## config.mk

```make
export PLATFORM = sky130hd
export DESIGN_NAME = score_keeper
export DESIGN_NICKNAME = d
export VERILOG_FILES = /design/src/rtl/score_keeper_pkg.sv /design/src/rtl/score_keeper_bcd.sv /design/src/rtl/score_keeper.sv
export SDC_FILE = /design/constraint.sdc
export NUM_CORES = 1
export LEC_CHECK = 0
export BUFFER_PORTS_ARGS = -buffer_cell sky130_fd_sc_hd__buf_4
export CAP_MARGIN = 20
export CORE_MARGIN = 2
export CORE_UTILIZATION = 56
export CTS_CLUSTER_DIAMETER = 100
export DETAILED_ROUTE_END_ITERATION = 12
export GPL_TIMING_DRIVEN = 0
export PLACE_DENSITY = 0.8
export SKIP_CTS_REPAIR_TIMING = 1
export SYNTH_ARGS = -nofsm -noshare
export SYNTH_HDL_FRONTEND = slang
export SYNTH_SLANG_ARGS = --single-unit
```

## constraint.sdc

```tcl
create_clock -name clk -period 7.1 [get_ports clk]
set_clock_uncertainty 0.15 [all_clocks]
set_input_delay 1.065 -clock clk [delete_from_list [all_inputs] [get_ports clk]]
set_output_delay 1.065 -clock clk [all_outputs]
set_load 0.01 [all_outputs]
```

## src/rtl/score_keeper_pkg.sv

```systemverilog
// Shared widths, point defaults, FSM state type and pipeline payload for score_keeper.
package score_keeper_pkg;

   localparam int unsigned SCORE_W = 16;
   localparam int unsigned DIGITS  = 4;

   localparam logic [SCORE_W-1:0] SCORE_BCD_MAX     = 16'h9999;
   localparam logic [SCORE_W-1:0] BUMPER_POINTS_BCD = 16'h0010;
   localparam logic [SCORE_W-1:0] TARGET_POINTS_BCD = 16'h0050;

   typedef enum logic [1:0] {IDLE, PLAY, DRAIN, UPDATE} score_state_t;

   // Stage-1 result waiting to be accumulated into the score
   typedef struct packed {
      logic               valid;
      logic [SCORE_W-1:0] points;
   } pending_t;

endpackage

```

## src/rtl/score_keeper_bcd.sv

```systemverilog
// bcd_add4: combinational 4-digit packed-BCD adder with decimal carry-out.
module bcd_add4
   import score_keeper_pkg::*;
(
   input  logic [SCORE_W-1:0] a,
   input  logic [SCORE_W-1:0] b,
   output logic [SCORE_W-1:0] sum_c,
   output logic               carry_c
);
   logic [4:0] digit_sum;
   logic       digit_carry;

   // Ripple per nibble; +6 skips the six unused binary codes above 9
   always_comb begin
      sum_c       = '0;
      digit_sum   = '0;
      digit_carry = 1'b0;
      for (int i = 0; i < int'(DIGITS); i++) begin
         digit_sum = 5'(a[4*i +: 4]) + 5'(b[4*i +: 4]) + 5'(digit_carry);
         if (digit_sum > 5'd9) begin
            digit_sum   = digit_sum + 5'd6;
            digit_carry = 1'b1;
         end else begin
            digit_carry = 1'b0;
         end
         sum_c[4*i +: 4] = digit_sum[3:0];
      end
      carry_c = digit_carry;
   end

endmodule

```

## src/rtl/score_keeper.sv

```systemverilog
// score_keeper: packed-BCD score accumulator with session high score and end-of-game flags.
// Hits pass through a two-stage pipeline (hit sum, then accumulate) gated by a game FSM.
module score_keeper
   import score_keeper_pkg::*;
#(
   parameter logic [SCORE_W-1:0] BUMPER_POINTS = BUMPER_POINTS_BCD,
   parameter logic [SCORE_W-1:0] TARGET_POINTS = TARGET_POINTS_BCD,
   parameter logic [SCORE_W-1:0] MAX_SCORE     = SCORE_BCD_MAX
) (
   input  logic               clk,
   input  logic               resetN,
   input  logic               gameActive,
   input  logic               bumperHit,
   input  logic               targetHit,
   output logic [SCORE_W-1:0] score,
   output logic [SCORE_W-1:0] highScore,
   output logic               newHighScore,
   output logic               extraBall,
   output logic               saturated
);
   score_state_t state, state_nxt;
   pending_t     pending;

   logic               start_c, accept_c, commit_c, update_c;
   logic [SCORE_W-1:0] bumper_pts_c, target_pts_c, hit_sum_c, acc_sum_c;
   logic               hit_carry_c, acc_carry_c, clamp_c, thousands_step_c;

   assign bumper_pts_c = bumperHit ? BUMPER_POINTS : '0;
   assign target_pts_c = targetHit ? TARGET_POINTS : '0;

   bcd_add4 u_hit_add (
      .a       (bumper_pts_c),
      .b       (target_pts_c),
      .sum_c   (hit_sum_c),
      .carry_c (hit_carry_c)
   );

   bcd_add4 u_acc_add (
      .a       (score),
      .b       (pending.points),
      .sum_c   (acc_sum_c),
      .carry_c (acc_carry_c)
   );

   // Packed BCD orders like unsigned binary, so a plain compare finds overflow
   assign clamp_c          = acc_carry_c || (acc_sum_c > MAX_SCORE);
   assign thousands_step_c = acc_sum_c[SCORE_W-1 -: 4] != score[SCORE_W-1 -: 4];

   always_ff @(posedge clk) begin
      if (!resetN) state <= IDLE;
      else         state <= state_nxt;
   end

   always_comb begin
      state_nxt = state;
      start_c   = 1'b0;
      accept_c  = 1'b0;
      commit_c  = 1'b0;
      update_c  = 1'b0;
      case (state)
         IDLE: begin
            if (gameActive) begin
               start_c   = 1'b1;
               state_nxt = PLAY;
            end
         end
         PLAY: begin
            commit_c = 1'b1;
            accept_c = gameActive;
            if (!gameActive) state_nxt = DRAIN;
         end
         DRAIN: begin
            commit_c  = 1'b1;
            state_nxt = UPDATE;
         end
         UPDATE: begin
            update_c  = 1'b1;
            state_nxt = IDLE;
         end
         default: state_nxt = IDLE;
      endcase
   end

   // Datapath: stage 1 captures hits, stage 2 accumulates, UPDATE records the best game
   always_ff @(posedge clk) begin
      if (!resetN) begin
         pending      <= '0;
         score        <= '0;
         highScore    <= '0;
         newHighScore <= 1'b0;
         extraBall    <= 1'b0;
         saturated    <= 1'b0;
      end else begin
         pending   <= '0;
         extraBall <= 1'b0;
         if (accept_c) begin
            pending.valid  <= bumperHit | targetHit;
            pending.points <= hit_carry_c ? MAX_SCORE : hit_sum_c;
         end
         if (start_c) begin
            score        <= '0;
            newHighScore <= 1'b0;
            saturated    <= 1'b0;
         end
         if (commit_c && pending.valid && !saturated) begin
            if (clamp_c) begin
               score     <= MAX_SCORE;
               saturated <= 1'b1;
            end else begin
               score     <= acc_sum_c;
               extraBall <= thousands_step_c;
            end
         end
         if (update_c && (score > highScore)) begin
            highScore    <= score;
            newHighScore <= 1'b1;
         end
      end
   end

endmodule

```

Yosys cells after proc, flatten, opt, wreduce, memory -nomap -nowiden
Cells that the tools add are included.
{"block": "word_totals", "reg_bits": 54, "input_bits": 5, "output_inout_bits": 35, "wordCells": 99}
{"block": "classes", "add_sub_neg": 22, "order_cmp": 10, "eq_ne": 6, "muxes": 35, "bitwise_logic": 4, "reduce_logical": 13}
{"operator": "$mux W16", "count": 4}
{"operator": "$gt A5 B4 Y1 const B", "count": 8}
{"operator": "$add A4 B3 Y4 const B", "count": 8}
{"operator": "$mux W4", "count": 8}
{"operator": "$add A4 B4 Y5", "count": 5}
{"operator": "$mux W1", "count": 18}
{"operator": "$gt A16 B16 Y1", "count": 1}
{"operator": "$gt A16 B16 Y1 const B", "count": 1}
{"operator": "$add A5 B1 Y5", "count": 3}
{"operator": "$pmux W2 S4", "count": 1}
{"operator": "$mux W7", "count": 1}
{"operator": "$add A2 B1 Y3", "count": 2}
{"operator": "$reduce_or A3 Y1", "count": 2}
{"operator": "$add A4 B1 Y5", "count": 1}
{"operator": "$mux W5", "count": 1}
{"operator": "$add A1 B1 Y2 const AB", "count": 2}
{"operator": "$add A1 B3 Y4", "count": 1}
{"operator": "$eq A2 B2 Y1 const B", "count": 2}
{"operator": "$mux W2", "count": 2}
{"operator": "$ne A2 B2 Y1 const B", "count": 2}
{"operator": "$ne A4 B4 Y1", "count": 1}
{"operator": "$reduce_and A2 Y1", "count": 2}
{"operator": "$reduce_bool A2 Y1", "count": 2}
{"operator": "$logic_and A1 B1 Y1", "count": 3}
{"operator": "other kinds (7)", "count": 9}

Longest topological paths before layout
Gate-level depths: netlist of the first run.
{"block": "logic_depth", "ltp_word": 16, "ltp_mapped": 36, "depth_no_buf": 32}

Hierarchy
Synthesis of the first run repeated with hierarchy kept, for this count alone.
{"block": "unflattened", "hier_cells": 475, "hier_area_um2": 4262.8}
{"mod": "score_keeper", "n_inst": 1, "cells_per_inst": 245, "area_each_um2": 2358.5, "seq_area_each_um2": 1081.0}
{"mod": "bcd_add4", "n_inst": 2, "cells_per_inst": 115, "area_each_um2": 952.2, "seq_area_each_um2": 0.0}

Worst setup path after synthesis of the first run
No wires, ideal clock.
{"block": "synth_path", "path_kind": "flip-flop to flip-flop", "start": "register score[1]", "end": "register score[14]", "setup_ns": 0.117, "arrival_ns": 6.362, "required_ns": 6.833, "setup_slack_ns": 0.471, "stages_incl_launch_ff": 36, "n_path_buf": 3, "period_less_slack_ns": 6.629, "path_cell_list": "dfxtp_1 -> inv_1 -> ha_1 -> inv_1 -> ha_1 -> a31o_2 -> nand2_1 -> fa_1 -> inv_1 -> fa_1 -> o21ai_0 -> a22oi_1 -> nor2_1 -> a21oi_1 -> o31ai_1 -> inv_1 -> ha_1 -> ha_1 -> buf_4 -> or2_2 -> a21oi_1 -> nor3_1 -> ha_1 -> ha_1 -> buf_2 -> inv_1 -> ha_1 -> nor2b_1 -> nand2_1 -> a31oi_1 -> nor3_4 -> o211ai_2 -> o22ai_4 -> and2_4 -> buf_6 -> a22o_1"}
{"block": "synth_between", "elab_chain_len": 16, "elab_cells_between_ends": 24, "classes_between": "add/sub (8); order compare (5); mux (10); reduce/logical (1)"}
{"element": "start: declaration", "line_no": "score_keeper.sv:15", "source": "output logic [SCORE_W-1:0] score,"}
{"element": "start signal: assignment", "line_no": "score_keeper.sv:110", "source": "score <= acc_sum_c;"}
{"element": "$add A4 B4 Y5 (*)", "line_no": "score_keeper_bcd.sv:19", "source": "digit_sum = 5'(a[4*i +: 4]) + 5'(b[4*i +: 4]) + 5'(digit_carry);"}
{"element": "$gt A5 B4 Y1", "line_no": "score_keeper_bcd.sv:20", "source": "if (digit_sum > 5'd9) begin"}
{"element": "$mux W1", "line_no": "score_keeper_bcd.sv:20"}
{"element": "$add A5 B1 Y5", "line_no": "score_keeper_bcd.sv:19"}
{"element": "$gt A5 B4 Y1", "line_no": "score_keeper_bcd.sv:20"}
{"element": "$mux W1", "line_no": "score_keeper_bcd.sv:20"}
{"element": "$add A5 B1 Y5", "line_no": "score_keeper_bcd.sv:19"}
{"element": "$gt A5 B4 Y1", "line_no": "score_keeper_bcd.sv:20"}
{"element": "$mux W1", "line_no": "score_keeper_bcd.sv:20"}
{"element": "$add A5 B1 Y5", "line_no": "score_keeper_bcd.sv:19"}
{"element": "$add A4 B3 Y4 or $gt A5 B4 Y1 (tied branches)", "line_no": "score_keeper_bcd.sv:21, score_keeper_bcd.sv:20"}
{"element": "$mux W4", "line_no": "score_keeper_bcd.sv:20"}
{"element": "$gt A16 B16 Y1", "line_no": "score_keeper.sv:46", "source": "assign clamp_c = acc_carry_c || (acc_sum_c > MAX_SCORE);"}
{"element": "$logic_or A1 B1 Y1", "line_no": "score_keeper.sv:46"}
{"element": "$mux W16 (*)", "line_no": "score_keeper.sv:106", "source": "if (clamp_c) begin"}
{"element": "$mux W16 (*)", "line_no": "score_keeper.sv:105", "source": "if (commit_c && pending.valid && !saturated) begin"}
Mark *: on every way between the ends. The rest lies on a longest branch, timed or not.
A chain may end at the register's enable or synchronous reset.

Worst setup path after layout of the first run
{"block": "layout_path", "start": "register score[1]", "end": "register score[6]"}
Same word-level chain as after synthesis.

==> flow_metrics.py, run 1 <==
metrics = {
    "yosys": {
        "synth_area_leaders": "dfxtp_1 25%, ha_1 13%, nand2_1 6.3%",
        "yosys_warnings": 0,
        "ys_seq_area_share_pct": 24.7,
        "ys_async_sr_fraction_pct": 0,
        "syn_inst": 395,
        "synth_area_um2": 3330,
        "yosys_most_used_dff": "dfxtp_1",
        "syn-num-nets": 437,
        "synth_top_area_share_pct": 24.7,
        "yosys.area.top_type": "dfxtp_1",
        "avgSynthCellArea_um2": 8.42,
        "synth-edff-count": 0,
        "synth-seq-cells": 41,
        "synth_cell_types": 73,
    },
    "timing": {
        "post-route-period-util_pct": 95.9,
        "max_slew_margin_pct": 60.9,
        "fin_crit_ns": 6.81,
        "worst-slew-pin-transition_ns": 0.586,
        "finalWorstSetupSlack_ns": 0.291,
        "whs_ns": 0.328,
        "final_hold_viol_count": 0,
        "slew_viol_final": 0,
        "max_freq_mhz": 147,
        "finalSetupViolations": 0,
    },
    "critical_path": {
        "required_ns": 7.14,
        "reg2reg_to": "score[6]",
        "worstRegToRegCells": 35,
        "crit_top_cell": "inv_1",
        "critPathSlowestCell": "fa_2",
        "path_delay_family": "adder cells",
        "crit_buf_inv": 9,
        "crit_path_max_fanout": 10,
        "cp.depth": 35,
        "critPathLaunchType": "register",
        "critical_path_class": "register to register",
        "r2r-start": "score[1]",
        "crit_path_end": "score[6]",
        "slowest_delay_ns": 0.64,
        "arrival_ns": 6.85,
        "worstSetupStartpoint": "score[1]",
        "endpoint_kind": "register",
        "r2r_slack_ns": 0.29,
    },
    "die": {
        "die_h_um": 81.1,
        "start_util_pct": 57.2,
        "io_pins": 40,
        "die_area_um2": 6570,
        "fp.coreArea_um2": 5820,
        "num_rows": 28,
        "dieWidth_um": 81.1,
    },
    "final_layout": {
        "insertedDiodeCount": 0,
        "nets": 488,
        "nFillCells": 499,
        "area_growth_pct": 17.8,
        "final-seq-area_um2": 828,
        "final_common_cell": "nand2_1",
        "multi_input_area_um2": 2300,
        "design_area_um2": 3920,
        "drive_gt1_share_pct": 22.6,
        "final_cell_mix": "55 x nand2_1, 52 x buf_4, 39 x dfxtp_1, 33 x inv_1, 31 x ha_1",
        "final_util_pct": 67.4,
    },
    "power": {
        "p_leak_nw": 1.61,
        "totalPowerFinal_mw": 0.534,
        "power_density_nw_per_um2": 136,
        "vdd_drop_max_v": 0.000162,
    },
    "placement": {
        "numPortBuffers": 39,
        "dpl_cell_area_um2": 3710,
        "gp_congestion": 0.851,
        "dp.final_hpwl_um": 5960,
        "pre_cts_slack_ns": -0.433,
    },
    "grt": {
        "track_usage_pct": 25.5,
        "overflow": 0,
        "grt_pass1_wl_um": 13100,
        "antenna_found_initial": 0,
        "grt_max_degree": 12,
        "grt_pass1_vias": 2907,
    },
    "detailed_routing": {
        "wl_per_cell_um": 15.6,
        "avgViaCountPerCell": 5.88,
        "dr.pass1.iters": 5,
        "wirelength_um": 8160,
        "vias": 3067,
        "drc": 0,
        "final_antenna_net_count": 0,
        "drtIter0Drc": 133,
    },
    "clocking": {
        "cts_sinks": 41,
        "clock_latency_ns": 0.31,
        "cts_tree": "done",
        "clk_transition_reported_paths_ns": 0.08,
        "cts_buffers": 5,
        "cts_root_buf": "clkbuf_8",
        "htree_num_levels": 2,
        "ctsLongestPathBuffers": 2,
    },
    "run": {
        "cap_violations": 0,
    },
    "outcome": {
        "status": "completed",
    },
    "min_path": {
        "hp-class": "register to register",
    },
}
-- worst min-delay path, delay by kind of cell, from the launching register on --
| family | cells | cell delay [ns] |
|---|---|---|
| simple gates | 1 | 0.06 |
| mux | 1 | 0.05 |
| flops | 1 | 0.33 |
-- metal layers --
layer | up-vias | GRT usage (%) | share of wire (%)
met5 | - | 0 | 0
met4 | 0 | 8.98 | 1.8
met3 | 14 | 4.22 | 5.7
met2 | 92 | 45.5 | 51
met1 | 1458 | 30.8 | 41
li1 | 1503 | - | -
-- through the flow --
step           std cells  setup TNS (ns)
2_1_floorplan        395               0
3_3_place_gp         509           -1.83
3_5_place_dp         509           -4.52
4_1_cts              517           -4.93
5_1_grt              522         -0.0936
6_report             522               0
-- synth_stat cells (all sizes together), types with 7 or more instances --
master  instances
nor3            8
nand3          11
xnor2           7
mux2i          19
and2            7
inv            35
clkbuf          8
nor2           17
nand2          56
buf            15
a22o            7
a21oi          23
dfxtp          41
ha             35
o21ai          15
a211oi          8
-- cell families after synthesis --
group / synth area share (%)
and+or+nand+nor: 23.1
DFF: 24.7
muxes: 6.51
adders and majority gates: 14.4
buffers and inverters: 8.46
xor gates and xnor gates: 3.16
AOI/OAI and AO/OA: 19.7
-- cell type report --
type / instances / share of cell area, %
Tap cell: 75 / 2.39
Multi-Input combinational cell: 295 / 58.8
Inverter: 36 / 3.45
Buffer: 23 / 3.80
Timing Repair Buffer: 44 / 8.43
Sequential cell: 41 / 21.1
Clock buffer: 8 / 2.04
-- sequential cells by signal, indices dropped and copies added, names as in the netlist --
| name | count |
|---|---|
| extraBall | 1 |
| score | 16 |
| newHighScore | 1 |
| saturated | 1 |
| pending | 4 |
| highScore | 16 |
| state | 2 |
-- worst min path at each step --
stage             startpoint            end  cells past startpoint
4_1_cts         highScore[9]   highScore[9]                      2
6_report        highScore[9]   highScore[9]                      2
3_3_place_gp    highScore[4]   highScore[4]                      2
3_5_place_dp    highScore[3]   highScore[3]                      2
2_1_floorplan  highScore[10]  highScore[10]                      2
5_1_grt         highScore[9]   highScore[9]                      2
-- power by group --
group | total (mW) | switching [mW] | internal, mW
clock network | 0.156 | 0.0861 | 0.0701
logic | 0.128 | 0.0786 | 0.0496
registers | 0.249 | 0.0102 | 0.239
(Power assumes the default switching activity.)
==> inputs of run 2 (changes only) <==
--- a/config.mk
+++ b/config.mk
@@ -7,6 +7,7 @@
 export LEC_CHECK = 0
 export BUFFER_PORTS_ARGS = -buffer_cell sky130_fd_sc_hd__buf_4
 export CAP_MARGIN = 20
+export CORE_ASPECT_RATIO = 1.1
 export CORE_MARGIN = 2
 export CORE_UTILIZATION = 56
 export CTS_CLUSTER_DIAMETER = 100
==> run 2 against run 1 <==
Compared with the run above:
- sequential power hardly changed
- critical endpoint is now score[14]
- combinational power about the same
- hold slack better by 0.00073 ns
- routed wire length up 1.5%
- power rose by 9.8%
- via count decreased by 0.20%
- non-clock buffer count stayed put
- fmax grew 0.83%
- clock power increased by 32%
- global-route usage is 0.20 points lower
- worst setup slack gained 0.056 ns
==> flow_metrics.py, run 2 (synthesis results as in run 1) <==
metrics = {
    "power": {
        "vdd_drop_max_v": 0.000112,
        "power_density_nw_per_um2": 148,
        "p_leak_nw": 1.63,
        "totalPowerFinal_mw": 0.586,
    },
    "clocking": {
        "cts_root_buf": "clkbuf_8",
        "cts_sinks": 41,
        "cts_buffers": 5,
        "htree_num_levels": 2,
        "ctsLongestPathBuffers": 2,
        "clk_transition_reported_paths_ns": 0.09,
        "clock_latency_ns": 0.31,
        "cts_tree": "done",
    },
    "min_path": {
        "min-delay-start": "highScore[7]",
        "whs_path_depth": 2,
        "min_to": "highScore[7]",
        "hp-class": "register to register",
    },
    "placement": {
        "numPortBuffers": 39,
        "dp.cells": 511,
        "dp.final_hpwl_um": 6080,
        "gp_congestion": 0.896,
    },
    "grt": {
        "overflow": 0,
        "antenna_found_initial": 0,
        "grt_pass1_vias": 2894,
        "grt_max_degree": 13,
        "grt_pass1_wl_um": 13400,
        "track_usage_pct": 25.3,
    },
    "critical_path": {
        "slowest_delay_ns": 0.62,
        "worstRegToRegCells": 35,
        "r2r_slack_ns": 0.35,
        "required_ns": 7.16,
        "endpoint_kind": "register",
        "crit_top_cell": "ha_1",
        "critical_path_class": "register to register",
        "crit_path_max_fanout": 10,
        "arrival_ns": 6.81,
        "reg2reg_to": "score[14]",
        "critPathSlowestCell": "fa_2",
        "critPathLaunchType": "register",
        "r2r-start": "score[1]",
    },
    "timing": {
        "slew_viol_final": 0,
        "fin_crit_ns": 6.75,
        "whs_ns": 0.329,
        "worst-slew-pin-transition_ns": 0.611,
        "rsz0062_at_grt": "no",
        "final_hold_viol_count": 0,
        "post-route-period-util_pct": 95.1,
        "max_slew_margin_pct": 59.3,
        "max_freq_mhz": 148,
        "finalSetupViolations": 0,
        "finalSetupTns_ns": 0,
    },
    "die": {
        "fp.coreArea_um2": 5770,
        "die_area_um2": 6570,
        "num_rows": 29,
        "start_util_pct": 57.7,
        "io_pins": 40,
        "dieWidth_um": 77.5,
        "die_h_um": 84.8,
    },
    "detailed_routing": {
        "wirelength_um": 8280,
        "dr.pass1.iters": 5,
        "avgViaCountPerCell": 5.84,
        "vias": 3061,
        "drc": 0,
        "final_antenna_net_count": 0,
        "drtIter0Drc": 151,
        "wl_per_cell_um": 15.8,
    },
    "run": {
        "cap_violations": 0,
    },
    "final_layout": {
        "fin_cells": 524,
        "final_common_cell": "nand2_1",
        "largestRegisters": "highScore x16, score x16, pending x4",
        "final_util_pct": 68.6,
        "nets": 488,
        "drive_gt1_share_pct": 23.3,
        "insertedDiodeCount": 0,
        "final_cell_mix": "55 x nand2_1, 51 x buf_4, 39 x dfxtp_1, 32 x ha_1, 31 x inv_1",
        "area_growth_pct": 19.0,
    },
    "outcome": {
        "status": "completed",
    },
}
run 2: final cells by class:
class                   instances  area, µm²
plain buffers                  23        153
fillers                       486       1810
clock buffers                   7       86.3
inverters                      36        135
repair buffers                 44        330
flip-flops and latches         41        828
multi-input cells             295       2300
well taps                      77       96.3
clock inverters                 1       30.0
run 2: routing by layer:
| layer | wire, µm | share of wire [%] | vias up | global-route usage, % |
|---|---|---|---|---|
| li1 | - | - | 1497 | - |
| met1 | 3550 | 43 | 1454 | 31.2 |
| met4 | 155 | 1.9 | 0 | 7.79 |
| met2 | 4230 | 51 | 97 | 46.2 |
| met3 | 340 | 4.1 | 13 | 2.87 |
| met5 | 0 | 0 | - | 0 |
run 2: how the worst max path moves through the flow:
| stage | startpoint | to | slack, ns |
|---|---|---|---|
| finish | score[1] | score[14] | 0.35 |
| global route | score[1] | score[14] | 0.02 |
| CTS | score[1] | extraBall | -0.47 |
| detailed placement | score[1] | extraBall | -0.45 |
| global placement | score[1] | score[2] | -0.33 |
| floorplan | score[1] | score[14] | 0.47 |
run 2: worst max-delay path, delay by kind of cell (launching register included):
kind / cells / cell delay [ns]
and+or+nand+nor: 8 / 1.13
xor gates and xnor gates: 1 / 0.21
buffers and inverters: 8 / 0.80
DFF: 1 / 0.38
adders and majority gates: 9 / 2.28
AOI/OAI and AO/OA: 9 / 1.71
run 2: through the flow:
| step | instance area (µm²) | setup slack (ns) |
|---|---|---|
| finish | 3960 | 0.347 |
| detailed placement | 3720 | -0.455 |
| floorplan | 3330 | 0.471 |
| global route | 3960 | 0.0194 |
| global placement | 3720 | -0.326 |
| CTS | 3830 | -0.472 |
run 2: power breakdown:
group	internal, mW	switching (mW)	total (mW)
Combinational	0.0500	0.0811	0.131
Clock	0.115	0.0911	0.206
Sequential	0.239	0.00995	0.249
